[src/rtl/boot_copy_engine.sv]
// Boot copier: streams a block of words from instruction ROM into data RAM after reset,
// one word per cycle, keeping a running checksum and holding the core until the copy is done.
module boot_copy_engine #(
    parameter int unsigned AWIDTH     = 14,
    parameter int unsigned XLEN       = 32,
    parameter int unsigned LWIDTH     = 12,
    parameter int unsigned ROM_LAT    = 1,
    parameter bit          AUTO_START = 1'b1
) (
    input  logic              clk,
    input  logic              rst,
    input  logic              start,
    input  logic [AWIDTH-1:0] src_base,
    input  logic [AWIDTH-1:0] dst_base,
    input  logic [LWIDTH-1:0] len_words,
    output logic [AWIDTH-1:0] rom_addr,
    input  logic [XLEN-1:0]   rom_data,
    output logic [AWIDTH-1:0] ram_addr,
    output logic [XLEN-1:0]   ram_wdata,
    output logic [2:0]        ram_we,
    output logic              busy,
    output logic              done,
    output logic              core_hold,
    output logic [LWIDTH-1:0] count,
    output logic [XLEN-1:0]   checksum
);

    typedef enum logic [1:0] {StIdle, StRun, StDrain, StFin} state_e;

    localparam logic [2:0]        WeWord = 3'b110;
    localparam logic [AWIDTH-1:0] Step   = AWIDTH'(4);

    state_e              state_q, state_d;
    logic [AWIDTH-1:0]   rom_addr_q, rom_addr_d;
    logic [AWIDTH-1:0]   ram_addr_q, ram_addr_d;
    logic [AWIDTH-1:0]   wr_addr_q, wr_addr_d;
    logic [XLEN-1:0]     ram_wdata_q, ram_wdata_d;
    logic [XLEN-1:0]     checksum_q, checksum_d;
    logic [2:0]          ram_we_q, ram_we_d;
    logic [LWIDTH-1:0]   len_q, len_d;
    logic [LWIDTH-1:0]   rd_cnt_q, rd_cnt_d;
    logic [LWIDTH-1:0]   count_q, count_d;
    logic                busy_q, busy_d;
    logic                done_q, done_d;
    logic                hold_q, hold_d;
    logic                auto_pend_q, auto_pend_d;
    // One bit per ROM latency stage; the top bit marks a cycle whose rom_data must be captured.
    logic [ROM_LAT-1:0]  vld_q, vld_d;

    logic accept, issue, capture, wr_now, last_wr;

    // Next-state logic: read issue, write capture, per-word accounting and sequencing
    always_comb begin
        state_d     = state_q;
        rom_addr_d  = rom_addr_q;
        ram_addr_d  = ram_addr_q;
        wr_addr_d   = wr_addr_q;
        ram_wdata_d = ram_wdata_q;
        checksum_d  = checksum_q;
        ram_we_d    = 3'b000;
        len_d       = len_q;
        rd_cnt_d    = rd_cnt_q;
        count_d     = count_q;
        busy_d      = busy_q;
        done_d      = done_q;
        hold_d      = hold_q;
        // The auto-start request only survives the first edge after reset.
        auto_pend_d = 1'b0;

        accept  = (state_q == StIdle) && (start || auto_pend_q);
        issue   = (state_q == StRun) && (len_q != '0);
        capture = vld_q[ROM_LAT-1];
        wr_now  = (ram_we_q == WeWord);
        last_wr = wr_now && ((count_q + LWIDTH'(1)) == len_q);

        vld_d[0] = issue;
        for (int unsigned j = 1; j < ROM_LAT; j++) begin
            vld_d[j] = vld_q[j-1];
        end

        if (capture) begin
            ram_we_d    = WeWord;
            ram_wdata_d = rom_data;
            ram_addr_d  = wr_addr_q;
            wr_addr_d   = wr_addr_q + Step;
        end

        if (wr_now) begin
            count_d    = count_q + LWIDTH'(1);
            checksum_d = checksum_q + ram_wdata_q;
        end

        unique case (state_q)
            StIdle: begin
                if (accept) begin
                    len_d      = len_words;
                    rd_cnt_d   = '0;
                    wr_addr_d  = dst_base;
                    done_d     = 1'b0;
                    count_d    = '0;
                    checksum_d = '0;
                    busy_d     = 1'b1;
                    state_d    = StRun;
                    if (len_words != '0) begin
                        rom_addr_d = src_base;
                    end
                end
            end
            StRun: begin
                if (len_q == '0) begin
                    state_d = StFin;
                    done_d  = 1'b1;
                    busy_d  = 1'b0;
                    hold_d  = 1'b0;
                end else if ((rd_cnt_q + LWIDTH'(1)) == len_q) begin
                    state_d = StDrain;
                end else begin
                    rom_addr_d = rom_addr_q + Step;
                    rd_cnt_d   = rd_cnt_q + LWIDTH'(1);
                end
            end
            StDrain: begin
                if (last_wr) begin
                    state_d = StFin;
                    done_d  = 1'b1;
                    busy_d  = 1'b0;
                    hold_d  = 1'b0;
                end
            end
            StFin: begin
                state_d = StIdle;
            end
            default: begin
                state_d = StIdle;
            end
        endcase
    end

    // State and registered outputs; reset drops any in-flight reads
    always_ff @(posedge clk or posedge rst) begin
        if (rst) begin
            state_q     <= StIdle;
            rom_addr_q  <= '0;
            ram_addr_q  <= '0;
            wr_addr_q   <= '0;
            ram_wdata_q <= '0;
            checksum_q  <= '0;
            ram_we_q    <= 3'b000;
            len_q       <= '0;
            rd_cnt_q    <= '0;
            count_q     <= '0;
            busy_q      <= 1'b0;
            done_q      <= 1'b0;
            hold_q      <= AUTO_START;
            auto_pend_q <= AUTO_START;
            vld_q       <= '0;
        end else begin
            state_q     <= state_d;
            rom_addr_q  <= rom_addr_d;
            ram_addr_q  <= ram_addr_d;
            wr_addr_q   <= wr_addr_d;
            ram_wdata_q <= ram_wdata_d;
            checksum_q  <= checksum_d;
            ram_we_q    <= ram_we_d;
            len_q       <= len_d;
            rd_cnt_q    <= rd_cnt_d;
            count_q     <= count_d;
            busy_q      <= busy_d;
            done_q      <= done_d;
            hold_q      <= hold_d;
            auto_pend_q <= auto_pend_d;
            vld_q       <= vld_d;
        end
    end

    assign rom_addr  = rom_addr_q;
    assign ram_addr  = ram_addr_q;
    assign ram_wdata = ram_wdata_q;
    assign ram_we    = ram_we_q;
    assign busy      = busy_q;
    assign done      = done_q;
    assign count     = count_q;
    assign checksum  = checksum_q;
    assign core_hold = hold_q | busy_q;

endmodule
[config.mk]
export PLATFORM = sky130hd
export DESIGN_NAME = boot_copy_engine
export DESIGN_NICKNAME = d
export VERILOG_FILES = /design/src/rtl/boot_copy_engine.sv
export SDC_FILE = /design/constraint.sdc
export NUM_CORES = 1
export LEC_CHECK = 0
export CAP_MARGIN = 10
export CORE_UTILIZATION = 40
export DETAILED_ROUTE_END_ITERATION = 16
export DONT_BUFFER_PORTS = 1
export PLACE_DENSITY = 0.68
export SLEW_MARGIN = 20
export SYNTH_ARGS = -nofsm -noshare
export SYNTH_HDL_FRONTEND = slang
export SYNTH_SLANG_ARGS = --single-unit
export TNS_END_PERCENT = 5
[constraint.sdc]
create_clock -name clk -period 3.9 [get_ports clk]
set_input_delay 0.195 -clock clk [delete_from_list [all_inputs] [get_ports clk]]
set_output_delay 0.195 -clock clk [all_outputs]
set_load 0.05 [all_outputs]
### Word level (Yosys, flattened, before mapping)

Index checks and enable logic that the tools add are counted.

* add/subtract/negate cells: 5
* $mul: 0
* divide/modulo/power cells: 0
* order comparisons: 0
* equal/unequal tests: 13
* shift-type cells: 0
* multiplexer cells: 33
* bitwise logic cells: 1
* reductions and logical operators: 17

Operator list (number)
* $mux 14: 7
* $mux 32: 3
* $mux 12: 6
* $add 32x32->32: 1
* $add 14x3->14 const B: 2
* $pmux 14 s2: 1
* $add 12x1->12 const B: 2
* $eq 12x12->1: 2
* $pmux 12 s2: 1
* $reduce_bool 12->1: 2
* $logic_not 12->1: 1
* $mux 2: 4
* $ne 2x2->1 const B: 4
* $pmux 2 s4: 1
* $reduce_and 4->1: 2
* $mux 1: 6
* $pmux 1 s3: 2
* $reduce_and 3->1: 2
* $reduce_and 5->1: 1
* $eq 2x2->1 const B: 2
* $ne 2x1->1 const B: 2
* $reduce_bool 2->1: 2
* $eq 3x3->1 const B: 1
* $logic_and 1x1->1: 3
* other kinds (9): 9

* register bits: 152
* latch bits: 0
* bits in writable memories: 0
* memory bits (read-only): 0
* input bits: 75
* output and inout bits: 110
* word-level logic and storage cells: 84
* memories kept: 0

### Depth between registers and ports, before layout

Gate-level depths: netlist of run 1.

* depth in word-level cells: 5
* mapped depth: 10
* depth with buffers taken out: 10

### Worst setup path after synthesis of run 1

Ideal clock, no wire load.

* path kind: flip-flop to flip-flop
* start point: register count_q[1], in the netlist count[1]
* end point: register busy_q, in the netlist busy
* setup time: 125 ps
* data arrival time: 2895 ps
* required time: 3775 ps
* setup slack: 880 ps
* stages on the path, launching flop included: 10
* path buffers: 1
* period minus slack after synthesis: 3020 ps
* cells stage by stage: dfrtp_1 -> ha_1 -> clkbuf_1 -> nand3_1 -> nor4_1 -> o32ai_1 -> o41ai_2 -> nand2_2 -> or3_4 -> mux2_4

* word-level cells in the longest chain between the ends: 5

Ends and longest elaborated chain
* start: declaration: RTL line 42 `logic [LWIDTH-1:0] count_q, count_d;`
* start signal: assignment: RTL line 167 `count_q <= count_d;`
* $add 12x1->12: RTL line 74 `last_wr = wr_now && ((count_q + LWIDTH'(1)) == len_q);`
* $eq 12x12->1: RTL line 74
* $logic_and 1x1->1: RTL line 74
* $ne 2x2->1 (no source line)
* $reduce_and 4->1 (no source line)
* end signal: assignment: RTL line 168 `busy_q <= busy_d;`
* end: declaration: RTL line 43 `logic busy_q, busy_d;`

No other way between the ends.
A chain may end at the register's enable or synchronous reset.

### Worst setup path in the final report of run 1

* start point: register ram_wdata_q[0], in the netlist ram_wdata[0]
* end point: register checksum_q[26], in the netlist checksum[26]

* word-level cells in the longest chain between the ends: 4

Ends and longest elaborated chain
* start: declaration: RTL line 37 `logic [XLEN-1:0] ram_wdata_q, ram_wdata_d;`
* start signal: assignment: RTL line 162 `ram_wdata_q <= ram_wdata_d;`
* $add 32x32->32 (*): RTL line 90 `checksum_d = checksum_q + ram_wdata_q;`
* $mux 32 (*): RTL line 88 `if (wr_now) begin`
* $mux 32: RTL line 95 `if (accept) begin`
* $mux 32 (*): RTL line 93 `unique case (state_q)`
* via checksum_d[26]: RTL line 38 `logic [XLEN-1:0] checksum_q, checksum_d;`
* end signal: assignment: RTL line 163 `checksum_q <= checksum_d;`
* end: declaration: RTL line 38

Mark *: on every way through the listed nets, which the timed path passes. The rest lies on a longest branch.

==> results of run 1 <==
metal layers:
layer | track usage [%] | part of all wire, % | vias to the layer above
li1 | - | - | 3623
met1 | 27.1 | 46 | 3755
met2 | 32.4 | 47 | 210
met3 | 4.91 | 5.8 | 30
met4 | 7.55 | 1.7 | 0
met5 | 0 | 0 | -
layout make-up:
type	instances	area (sq um)
diodes	3	7.51
flip-flops and latches	150	3760
well taps	280	350
clock inverters	12	128
clock buffers	20	457
fillers	2012	11500
inverters	17	67.6
multi-input cells	750	5080
repair buffers	82	793
Yosys cell counts, types with 7 or more instances:
master and number:
sky130_fd_sc_hd__inv_1 17, sky130_fd_sc_hd__a21o_1 14, sky130_fd_sc_hd__nand2b_1 7, sky130_fd_sc_hd__nor2_1 75
sky130_fd_sc_hd__nor3_1 24, sky130_fd_sc_hd__xor2_1 35, sky130_fd_sc_hd__nor4_1 12, sky130_fd_sc_hd__a2bb2oi_1 7
sky130_fd_sc_hd__nand4_1 12, sky130_fd_sc_hd__mux2i_1 20, sky130_fd_sc_hd__o21ai_0 59, sky130_fd_sc_hd__nor2b_1 7
sky130_fd_sc_hd__clkbuf_1 37, sky130_fd_sc_hd__buf_2 11, sky130_fd_sc_hd__mux2_2 49, sky130_fd_sc_hd__and3_1 8
sky130_fd_sc_hd__a211oi_1 9, sky130_fd_sc_hd__ha_1 39, sky130_fd_sc_hd__dfrtp_1 148, sky130_fd_sc_hd__nand3b_1 10
sky130_fd_sc_hd__nand2_1 113, sky130_fd_sc_hd__a21oi_1 49, sky130_fd_sc_hd__nand3_1 46, sky130_fd_sc_hd__xnor2_1 33
metrics by stage:
step	setup slack (ps)	instances	area, sq um
2_1_floorplan	880	974	9150
3_3_place_gp	568	1213	9390
3_5_place_dp	490	1213	9390
4_1_cts	469	1311	10600
5_1_grt	220	1314	10600
6_report	452	1314	10600
flip-flops by register name (all words and copies together) (netlist names):
signal and flops:
auto_pend_q 1, done 1, ram_wdata 32, busy 1
ram_addr 14, len_q 12, hold_q 1, capture 1
rd_cnt_q 12, checksum 32, ram_we 1, rom_addr 14
state_q 2, count 12, wr_addr_q 14
cells in the final DEF (no fill, tap or decap), drive strengths merged, types with 5 or more instances in the layout:
| master | netlist | final |
|---|---|---|
| o41ai | 5 | 5 |
| nand3 | 47 | 47 |
| nor2b | 7 | 7 |
| dlygate4sd3 | 0 | 66 |
| and4 | 6 | 6 |
| xnor2 | 33 | 33 |
| nor2 | 76 | 76 |
| a21o | 15 | 15 |
| nor4b | 5 | 5 |
| inv | 17 | 17 |
| ha | 39 | 39 |
| nand4 | 13 | 13 |
| a211oi | 9 | 9 |
| mux2i | 20 | 20 |
| mux2 | 51 | 51 |
| o21ai | 61 | 61 |
| o211ai | 5 | 5 |
| buf | 19 | 16 |
| dfrtp | 148 | 148 |
| nand2b | 7 | 7 |
| o22ai | 5 | 5 |
| and3 | 10 | 10 |
| a31oi | 6 | 6 |
| clkbuf | 38 | 20 |
| nand4b | 6 | 6 |
| xor2 | 35 | 35 |
| or3 | 5 | 5 |
| clkinvlp | 0 | 5 |
| o21a | 6 | 6 |
| nand2 | 114 | 114 |
| nor3 | 24 | 24 |
| a21oi | 49 | 49 |
| clkinv | 0 | 5 |
| nor4 | 12 | 12 |
| nand3b | 10 | 10 |
| a2bb2oi | 7 | 7 |
power groups by stage:
stage	sequential [W]	clock, W	combinational [W]
3_3_place_gp	0.00268	0	0.00180
6_report	0.00265	0.00165	0.00191
4_1_cts	0.00265	0.00169	0.00190
3_5_place_dp	0.00269	0	0.00183
5_1_grt	0.00268	0.00175	0.00216
2_1_floorplan	0.00259	0	0.00153
worst paths after layout:
| kind | start | to | cells after the start |
|---|---|---|---|
| setup / recovery | ram_wdata[0]$_DFFE_PP0P_ | checksum[26]$_DFF_PP0_ | 10 |
| hold / removal | src_base[12] | rom_addr[12]$_DFFE_PP0P_ | 2 |
| setup reg to reg | ram_wdata[0]$_DFFE_PP0P_ | checksum[26]$_DFF_PP0_ | 10 |
| hold reg to reg | hold_q$_DFFE_PP1P_ | hold_q$_DFFE_PP1P_ | 1 |
| max in group asynchronous | rst | auto_pend_q$_DFF_PP1_ | 3 |
| min in group asynchronous | rst | ram_wdata[25]$_DFFE_PP0P_ | 2 |
logic make-up (layout without fill, tap and decap cells):
logic type,count (synthesis),in the layout,share of synthesized area (%)
AND/OR/NAND/NOR,360,360,19.7
AO/OA/AOI/OAI,208,208,14.8
flip-flops,150,150,41.1
buffers and inverters,74,131,3.57
multiplexers,71,71,8.56
XOR/XNOR,68,68,6.52
adder cells (fa/ha/maj),41,41,5.68
other,1,5,0.0410
worst reg2reg max path: stages, from the launching register on:
cell                       delay (ps)
sky130_fd_sc_hd__dfrtp_1          580
sky130_fd_sc_hd__ha_1             360
sky130_fd_sc_hd__fa_1             440
sky130_fd_sc_hd__a211oi_1         300
sky130_fd_sc_hd__o21ai_0          270
sky130_fd_sc_hd__nand4b_1         220
sky130_fd_sc_hd__nand3_1          160
sky130_fd_sc_hd__a21boi_1         410
sky130_fd_sc_hd__nor3_1           140
sky130_fd_sc_hd__or3_1            360
sky130_fd_sc_hd__a31oi_1          130
==> summary.md, run 1 <==
| Metric | Value |
|---|---|
| Avg Synthesized Cell Area | 9.39 sq um |
| Chip Width | 153 um |
| Wire length of the first global-routing pass | 38.2 mm |
| Cell with the largest stage delay on the worst path | sky130_fd_sc_hd__dfrtp_1 |
| Initial standard-cell utilization of the core | 41.4% |
| Later-pin clock latency in the skew report | 420 ps |
| Proportion of total power due to net switching | 42.2% |
| Number of clock sinks seen by CTS | 150 |
| Bufs on Longest Clock Path | 2 |
| PwrDens | 583 nW/um^2 |
| Vias per cell | 5.80 |
| Largest delay share family, worst path | compound AO/OA/AOI/OAI gates |
| Area growth from synthesis to layout | 16.5% |
| RSZ-0062 raised after global routing | no |
| Floorplan die area | 23500 sq um |
| Maximum fanout along the worst path | 4 |
| Post-synthesis instance total | 973 |
| Buffering stage count on the worst path with inverters included | 0 |
| Placeable core area | 22100 sq um |
| Worst hold path type | input port to register |
| Maximum Capacitance Violations | 0 |
| Final Net Count | 1133 |
| Total global-route track usage | 20.4% |
| Final Max Tran Viols | 0 |
| Clock tree from TritonCTS | done |
| Cts hold-fix bufs | 66 |
| Largest vdd supply drop | 392 uV |
| Highest cell delay on the worst timing path | 580 ps |
| Largest net degree at the start of global routing | 74 |
| Antenna viol nets, final | 0 |
| Kind of end point of the critical path | register |
| Skew final | 10.7 ps |
| Grt total ovfl | 0 |
| Final worst path period need | 3450 ps |
| Library cell used as clock root buffer | sky130_fd_sc_hd__clkbuf_16 |
| Total of warnings raised by yosys | 0 |
| DRC | 0 |
| Overall die height | 153 um |
| Share of final-layout standard cells stronger than drive strength 1 | 12.1% |
| Post-synthesis sequential area ratio | 41.1% |
| P_leak | 4.65 nW |
| Post-cts sizing count | 0 |
| Overall via count from detail_route | 7618 |
| Sequential cell fraction of total power | 42.7% |
| Clk network pwr share | 26.6% |
| Flip-flop cell with the highest count after synthesis | sky130_fd_sc_hd__dfrtp_1 |
| Worst hold-check slack | 17.5 ps |
| Final wirelength | 23.6 mm |
| Hold Vio Cnt, Final | 0 |
| Relative contribution of combinational cells to total power | 30.8% |
| EDFF count, synth | 0 |
| TritonRoute pass-1 iters | 5 |
| Total Neg Setup Slack | 0 ps |
| Final clock period utilization by the worst path | 88.4% |
| Required time at the worst-slack endpoint | 4230 ps |
| Input/output buffers | 0 |
| Final core area utilization | 48.2% |
| Number of global-route vias before repair | 7254 |
| Internal power | 0.00359 W |
| Total power consumption of the routed design | 0.00621 W |
| TritonCTS Buffers | 17 |
| RD Place Congestion | 0.876 |
| Standard-cell rows | 54 |
| Switching Power | 0.00262 W |
| Setup CP Type | register to register |
| Crit start category | register |
| Setup slack of the most critical reg-to-reg path | 450 ps |
| Worst rel slew slack | 48.8% |
| Combined area of all synthesized cells | 9140 sq um |
| Post-synth top area cell | sky130_fd_sc_hd__dfrtp_1 |
| Dominant cells by area after synthesis | sky130_fd_sc_hd__dfrtp_1 41%, sky130_fd_sc_hd__mux2_2 6.0%, sky130_fd_sc_hd__ha_1 5.3% |
| Data arrival, critical path | 3780 ps |
| Worst Tran Pin Value | 766 ps |
| Maximum clock rate | 290 MHz |
| Area fraction of the dominant cell type after synthesis | 40.5% |
| Post-synthesis register bit count | 150 |
| Antenna violations before repair | 2 |
| Status | completed |
| H-tree lvl count | 4 |
| Number of setup buffers added after CTS | 0 |
| Final count of negative-setup-slack endpoints | 0 |
| Share of async-settable or async-resettable flops after synthesis | 100% |
| Boundary pin count | 185 |
| Clock edge transition at the registers on the reported setup and hold paths | 60 ps |
| List of cells traversed by the critical path | ha_1 > fa_1 > a211oi_1 > o21ai_0 > nand4b_1 > nand3_1 > a21boi_1 > nor3_1 > or3_1 > a31oi_1 |
| Routed wire per std cell | 17.9 um |
| DRT iter0 DRCs | 444 |
| Distinct cells, synth | 82 |
| Detail Placement HPWL | 16.2 mm |
No activity file was read; power rests on OpenSTA's default activity.
==> inputs of run 2 (changes only) <==
--- a/config.mk
+++ b/config.mk
@@ -6,7 +6,9 @@
 export NUM_CORES = 1
 export LEC_CHECK = 0
 export CAP_MARGIN = 10
+export CORE_ASPECT_RATIO = 0.6
 export CORE_UTILIZATION = 40
+export CTS_CLUSTER_SIZE = 25
 export DETAILED_ROUTE_END_ITERATION = 16
 export DONT_BUFFER_PORTS = 1
 export PLACE_DENSITY = 0.68
==> run 2 against run 1 <==
Final cell count rose by 2.9%. Largest power group unchanged. Maximum frequency up 0.51%. Highest routed layer unchanged. Non-clock buffer count is 15 higher. Power is 4.5% higher. Clock power is 12% higher. Global-route usage rose by 1.9 points. Clock skew down 1.4 ps. Clock-buffer cell count increased by 3. Register-to-register slack improved by 20 ps. Sequential cell count did not move. Worst hold slack improved by 20 ps. Die area about the same.
==> summary.md, run 2 (synthesized netlist as in run 1, its figures left out) <==
| Metric | Value |
|---|---|
| Status | completed |
| Number of global-route vias before repair | 7289 |
| Final Net Count | 1148 |
| Antenna viol nets, final | 0 |
| Setup CP Type | register to register |
| Most common cell after layout, fill and taps aside | sky130_fd_sc_hd__dfrtp_1 |
| Largest net degree at the start of global routing | 65 |
| Final clock period utilization by the worst path | 88.0% |
| Area growth from synthesis to layout | 18.7% |
| Grt total ovfl | 0 |
| Number of clock sinks seen by CTS | 150 |
| Initial standard-cell utilization of the core | 41.1% |
| Required time at the worst-slack endpoint | 4200 ps |
| Standard-cell rows | 42 |
| Crit start category | register |
| Kind of end point of the critical path | register |
| Routed wire per std cell | 19.2 um |
| Maximum fanout along the worst path | 13 |
| Min setup slack post-route | 469 ps |
| Later-pin clock latency in the skew report | 420 ps |
| Worst slack, placed | 533 ps |
| Most used cells in the layout excluding fill and tap cells | 146 x sky130_fd_sc_hd__dfrtp_1, 113 x sky130_fd_sc_hd__nand2_1, 75 x sky130_fd_sc_hd__nor2_1 |
| Total global-route track usage | 22.4% |
| Worst Tran Pin Value | 794 ps |
| Final-layout fill cell count | 2094 |
| Input/output buffers | 0 |
| RD Place Congestion | 0.929 |
| Clock tree from TritonCTS | done |
| DRC | 0 |
| Antenna violations before repair | 1 |
| Bufs on Longest Clock Path | 2 |
| Placeable core area | 22200 sq um |
| TritonRoute pass-1 iters | 5 |
| Skew final | 9.40 ps |
| Final core area utilization | 48.8% |
| Chip Width | 197 um |
| Worst hold path type | input port to register |
| Final worst path period need | 3430 ps |
| Maximum clock rate | 291 MHz |
| Number of instances on the worst hold path | 2 |
| Final non-filler cell total | 1352 |
| PwrDens | 598 nW/um^2 |
| Maximum Capacitance Violations | 0 |
| Overall die height | 119 um |
| Overall via count from detail_route | 7750 |
| List of cells traversed by the critical path | ha_1 > and3_1 > nand4_1 > xnor2_1 > nor4_1 > a41oi_2 > o21ai_2 > buf_4 > or4_1 > nand3_1 |
| Antenna diode instance count | 0 |
| Clock edge transition at the registers on the reported setup and hold paths | 60 ps |
| Worst rel slew slack | 46.9% |
| Worst hold-check slack | 37.0 ps |
| Number of setup buffers added after CTS | 0 |
| Share of final-layout standard cells stronger than drive strength 1 | 12.5% |
| Wire length of the first global-routing pass | 41.0 mm |
| Cell count of the worst reg-to-reg path | 10 |
| DRT iter0 DRCs | 752 |
| Total Neg Setup Slack | 0 ps |
| Final count of negative-setup-slack endpoints | 0 |
| Cell with the largest stage delay on the worst path | sky130_fd_sc_hd__nor4_1 |
| H-tree lvl count | 4 |
| P_leak | 4.75 nW |
| Detail Placement HPWL | 18.4 mm |
| Boundary pin count | 185 |
| Hold Vio Cnt, Final | 0 |
| Highest cell delay on the worst timing path | 590 ps |
| TritonCTS Buffers | 17 |
| Placed Cells | 1251 |
| Largest vdd supply drop | 454 uV |
| Final wirelength | 25.9 mm |
| Vias per cell | 5.73 |
| Floorplan die area | 23500 sq um |
| RSZ-0062 raised after global routing | no |
| Final Max Tran Viols | 0 |
| Data arrival, critical path | 3730 ps |
| Library cell used as clock root buffer | sky130_fd_sc_hd__clkbuf_16 |
[run 2: changes by cell type in the layout (fill, tap and decap cells not counted), sizes merged]
cell,before,now
buf,16,26
bufinv,2,5
clkbuf,20,23
clkinv,5,1
clkinvlp,5,1
diode,3,0
dlygate4sd3,66,71
[run 2: final cells by class]
cell class	instances	area [sq um]	share of cell area (%)
multi-input cells	750	5080	46.8
clock inverters	7	168	1.55
clock buffers	23	478	4.41
well taps	308	385	3.55
repair buffers	97	906	8.35
flip-flops and latches	150	3760	34.7
inverters	17	67.6	0.623
[run 2: final timing paths]
| path | startpoint | endpoint | slack, ps |
|---|---|---|---|
| min in group asynchronous | rst | len_q[10]$_DFFE_PP0P_ | 260 |
| setup reg to reg | rd_cnt_q[0]$_DFFE_PP0P_ | rd_cnt_q[3]$_DFFE_PP0P_ | 470 |
| hold / removal | start | wr_addr_q[2]$_DFF_PP0_ | 40 |
| hold reg to reg | wr_addr_q[1]$_DFFE_PP0P_ | wr_addr_q[1]$_DFFE_PP0P_ | 470 |
| max in group asynchronous | rst | ram_we[1]$_DFF_PP0_ | 2570 |
| setup / recovery | rd_cnt_q[0]$_DFFE_PP0P_ | rd_cnt_q[3]$_DFFE_PP0P_ | 470 |
[run 2: stage by stage]
| step | total power, W | area (sq um) |
|---|---|---|
| floorplan | 0.00412 | 9150 |
| global placement | 0.00453 | 9490 |
| detailed placement | 0.00456 | 9490 |
| CTS | 0.00649 | 10800 |
| global route | 0.00684 | 10800 |
| finish | 0.00648 | 10800 |
[run 2: critical path, delay by kind of cell (launching register included)]
family / cells / cell delay (ps)
and+or+nand+nor: 5 / 1210
buffers and inverters: 1 / 240
AOI/OAI and AO/OA: 2 / 890
xor gates and xnor gates: 1 / 200
DFF: 1 / 440
adders and majority gates: 1 / 340
[run 2: timing repair]
item | in CTS | in global routing
resized for setup | 0 | 0
hold buffers | 71 | 0
hold endpoints to repair | 86 | 0
[run 2: routing by layer]
metal | part of all wire (%) | global-route usage (%) | vias up
met3 | 9.5 | 7.17 | 14
met4 | 0.67 | 4.02 | 0
met2 | 40 | 29.8 | 310
li1 | - | - | 3642
met5 | 0 | 0 | -
met1 | 50 | 34.7 | 3784
[run 2: where the power goes]
part	switching [W]	internal (W)
registers	0.000847	0.00175
logic	0.00116	0.000884
clock network	0.000654	0.00118
==> inputs of run 3 (changes only) <==
--- a/config.mk
+++ b/config.mk
@@ -11,8 +11,8 @@
 export CTS_CLUSTER_SIZE = 25
 export DETAILED_ROUTE_END_ITERATION = 16
 export DONT_BUFFER_PORTS = 1
-export PLACE_DENSITY = 0.68
-export SLEW_MARGIN = 20
+export PLACE_DENSITY_LB_ADDON = 0.15
+export REMOVE_ABC_BUFFERS = 1
 export SYNTH_ARGS = -nofsm -noshare
 export SYNTH_HDL_FRONTEND = slang
 export SYNTH_SLANG_ARGS = --single-unit
==> run 3 against run 2 <==
Sequential share of layout area rose by 0.28 points. Setup slack lost 100 ps. Global-route usage down 0.11 points. Maximum frequency down 2.9%. Register-to-register slack got worse by 100 ps. Highest routed layer unchanged.
==> summary.md, run 3 (synthesized netlist as in run 1, its figures left out) <==
| Metric | Value |
|---|---|
| Status | completed |
| Boundary pin count | 185 |
| H-tree lvl count | 4 |
| Placed Cells | 1246 |
| Wire length of the first global-routing pass | 40.3 mm |
| TritonCTS Buffers | 17 |
| Largest vdd supply drop | 357 uV |
| Required time at the worst-slack endpoint | 4270 ps |
| Final design instance area without fill | 10800 sq um |
| Bufs on Longest Clock Path | 2 |
| Met3 global-route usage | 6.77% |
| RD Place Congestion | 0.859 |
| Antenna diode instance count | 0 |
| Met1 Usage GRT | 36.4% |
| RSZ-0062 raised after global routing | no |
| List of cells traversed by the critical path | ha_1 > fa_1 > a211oi_1 > o21ai_0 > nand4b_1 > nand3_1 > a21boi_1 > nor3_1 > or3_1 > a31oi_1 |
| Maximum clock rate | 283 MHz |
| Relative contribution of combinational cells to total power | 32.8% |
| Share of final-layout standard cells stronger than drive strength 1 | 12.3% |
| Proportion of total power due to net switching | 42.8% |
| Crit start category | register |
| Final Net Count | 1144 |
| Largest net degree at the start of global routing | 94 |
| Antenna viol nets, final | 0 |
| Maximum Capacitance Violations | 0 |
| Reg2Reg Capture Point | checksum[26]$_DFF_PP0_ |
| Most used cells in the layout excluding fill and tap cells | 146 x sky130_fd_sc_hd__dfrtp_1, 113 x sky130_fd_sc_hd__nand2_1, 75 x sky130_fd_sc_hd__nor2_1 |
| Overall die height | 119 um |
| Clock tree from TritonCTS | done |
| Final count of negative-setup-slack endpoints | 0 |
| Final non-filler cell total | 1350 |
| Maximum fanout along the worst path | 4 |
| Cell with the largest stage delay on the worst path | sky130_fd_sc_hd__dfrtp_1 |
| DRC | 0 |
| TritonRoute pass-1 iters | 5 |
| DRT iter0 DRCs | 455 |
| Overall via count from detail_route | 7452 |
| Vias per cell | 5.52 |
| Final wirelength | 25.3 mm |
| Area growth from synthesis to layout | 17.7% |
| Clk network pwr share | 26.0% |
| P_leak | 4.70 nW |
| Library cell used as clock root buffer | sky130_fd_sc_hd__clkbuf_16 |
| Clock edge transition at the registers on the reported setup and hold paths | 60 ps |
| Placeable core area | 22200 sq um |
| Hold Vio Cnt, Final | 0 |
| Standard-cell rows | 42 |
| Skew final | 8.72 ps |
| Worst rel slew slack | 41.3% |
| PwrDens | 581 nW/um^2 |
| Routed wire per std cell | 18.7 um |
| Total power consumption of the routed design | 0.00625 W |
| Later-pin clock latency in the skew report | 450 ps |
| Total global-route track usage | 22.3% |
| Final worst path period need | 3530 ps |
| Most common cell after layout, fill and taps aside | sky130_fd_sc_hd__dfrtp_1 |
| Internal power | 0.00357 W |
| Detail Placement HPWL | 18.0 mm |
| Initial standard-cell utilization of the core | 41.1% |
| Setup slack of the most critical reg-to-reg path | 370 ps |
| Number of setup buffers added after CTS | 0 |
| Floorplan die area | 23500 sq um |
| Kind of end point of the critical path | register |
| Logic depth of the worst setup path including buffers | 10 |
| Largest delay share family, worst path | compound AO/OA/AOI/OAI gates |
| Grt total ovfl | 0 |
| Worst Tran Pin Value | 880 ps |
| Setup CP Type | register to register |
| Placement Cell Area | 9460 sq um |
| Switching Power | 0.00267 W |
| Input/output buffers | 0 |
| Global route hottest layer | met1 |
| Final clock period utilization by the worst path | 90.6% |
| Buffering stage count on the worst path with inverters included | 0 |
| Launch point of the worst path | ram_wdata[0]$_DFFE_PP0P_ |
| Critical path destination | checksum[26]$_DFF_PP0_ |
| Sequential cell fraction of total power | 41.3% |
| Data arrival, critical path | 3900 ps |
| Highest cell delay on the worst timing path | 570 ps |
| Worst hold path type | input port to register |
| Cell count of the worst reg-to-reg path | 10 |
| Final Max Tran Viols | 0 |
| Chip Width | 197 um |
| Met2 Resource Use GR | 27.0% |
| Antenna violations before repair | 0 |
| Worst R2R Start | ram_wdata[0]$_DFFE_PP0P_ |
| Number of clock sinks seen by CTS | 150 |
| Number of global-route vias before repair | 6877 |
run 3: changes by cell type in the layout (fill, tap and decap cells not counted), sizes merged:
cell         before  now
buf              26   21
bufinv            5    1
clkinv            1    4
clkinvlp          1    2
dlygate4sd3      71   72
inv              17   19
run 3: per-layer routing:
metal  wire (um)  up-vias
li1            -     3622
met1       13900     3606
met2        9530      208
met3        1700       16
met4         206        0
met5           0        -
run 3: cell type report:
type	count	area, sq um
Sequential cell	150	3760
Timing Repair Buffer	93	891
Clock inverter	9	93.8
Inverter	17	68.8
Tap cell	308	385
Fill cell	2082	11500
Multi-Input combinational cell	750	5080
Clock buffer	23	478
run 3: what timing repair did:
item	CTS	global route
hold endpoints to repair	161	0
gates resized for setup	0	0
endpoints found under the setup margin	0	0
hold buffers	72	0
run 3: worst min-delay path by stage:
stage,startpoint,end,slack [ps],depth (start not counted)
floorplan,len_words[0],len_q[0]$_DFFE_PP0P_,300,2
finish,start,len_q[1]$_DFFE_PP0P_,40,3
global placement,rst,rom_addr[7]$_DFFE_PP0P_,290,1
detailed placement,rst,rom_addr[8]$_DFFE_PP0P_,290,1
global route,start,len_q[1]$_DFFE_PP0P_,50,3
CTS,start,len_q[1]$_DFFE_PP0P_,30,3
run 3: stage by stage:
stage               hold WS [ps]  worst slack (ps)  utilization [%]  TNS, ps
floorplan                    300              -328                -   -48780
global placement             293               516             42.6        0
detailed placement           294               459             42.6        0
CTS                         26.8               429             48.4        0
global route                49.1               226             48.4        0
finish                      44.9               367             48.4        0
run 3: worst register-to-register path: stages (launching register included):
cell	delay, ps
sky130_fd_sc_hd__dfrtp_1	570
sky130_fd_sc_hd__ha_1	360
sky130_fd_sc_hd__fa_1	440
sky130_fd_sc_hd__a211oi_1	270
sky130_fd_sc_hd__o21ai_0	270
sky130_fd_sc_hd__nand4b_1	230
sky130_fd_sc_hd__nand3_1	190
sky130_fd_sc_hd__a21boi_1	460
sky130_fd_sc_hd__nor3_1	170
sky130_fd_sc_hd__or3_1	360
sky130_fd_sc_hd__a31oi_1	130
run 3: power groups by stage:
stage               logic, W  clock network [W]  registers (W)
floorplan            0.00152                  0        0.00259
global placement     0.00197                  0        0.00261
detailed placement   0.00196                  0        0.00262
CTS                  0.00203            0.00167        0.00259
global route         0.00229            0.00173        0.00261
finish               0.00205            0.00162        0.00258
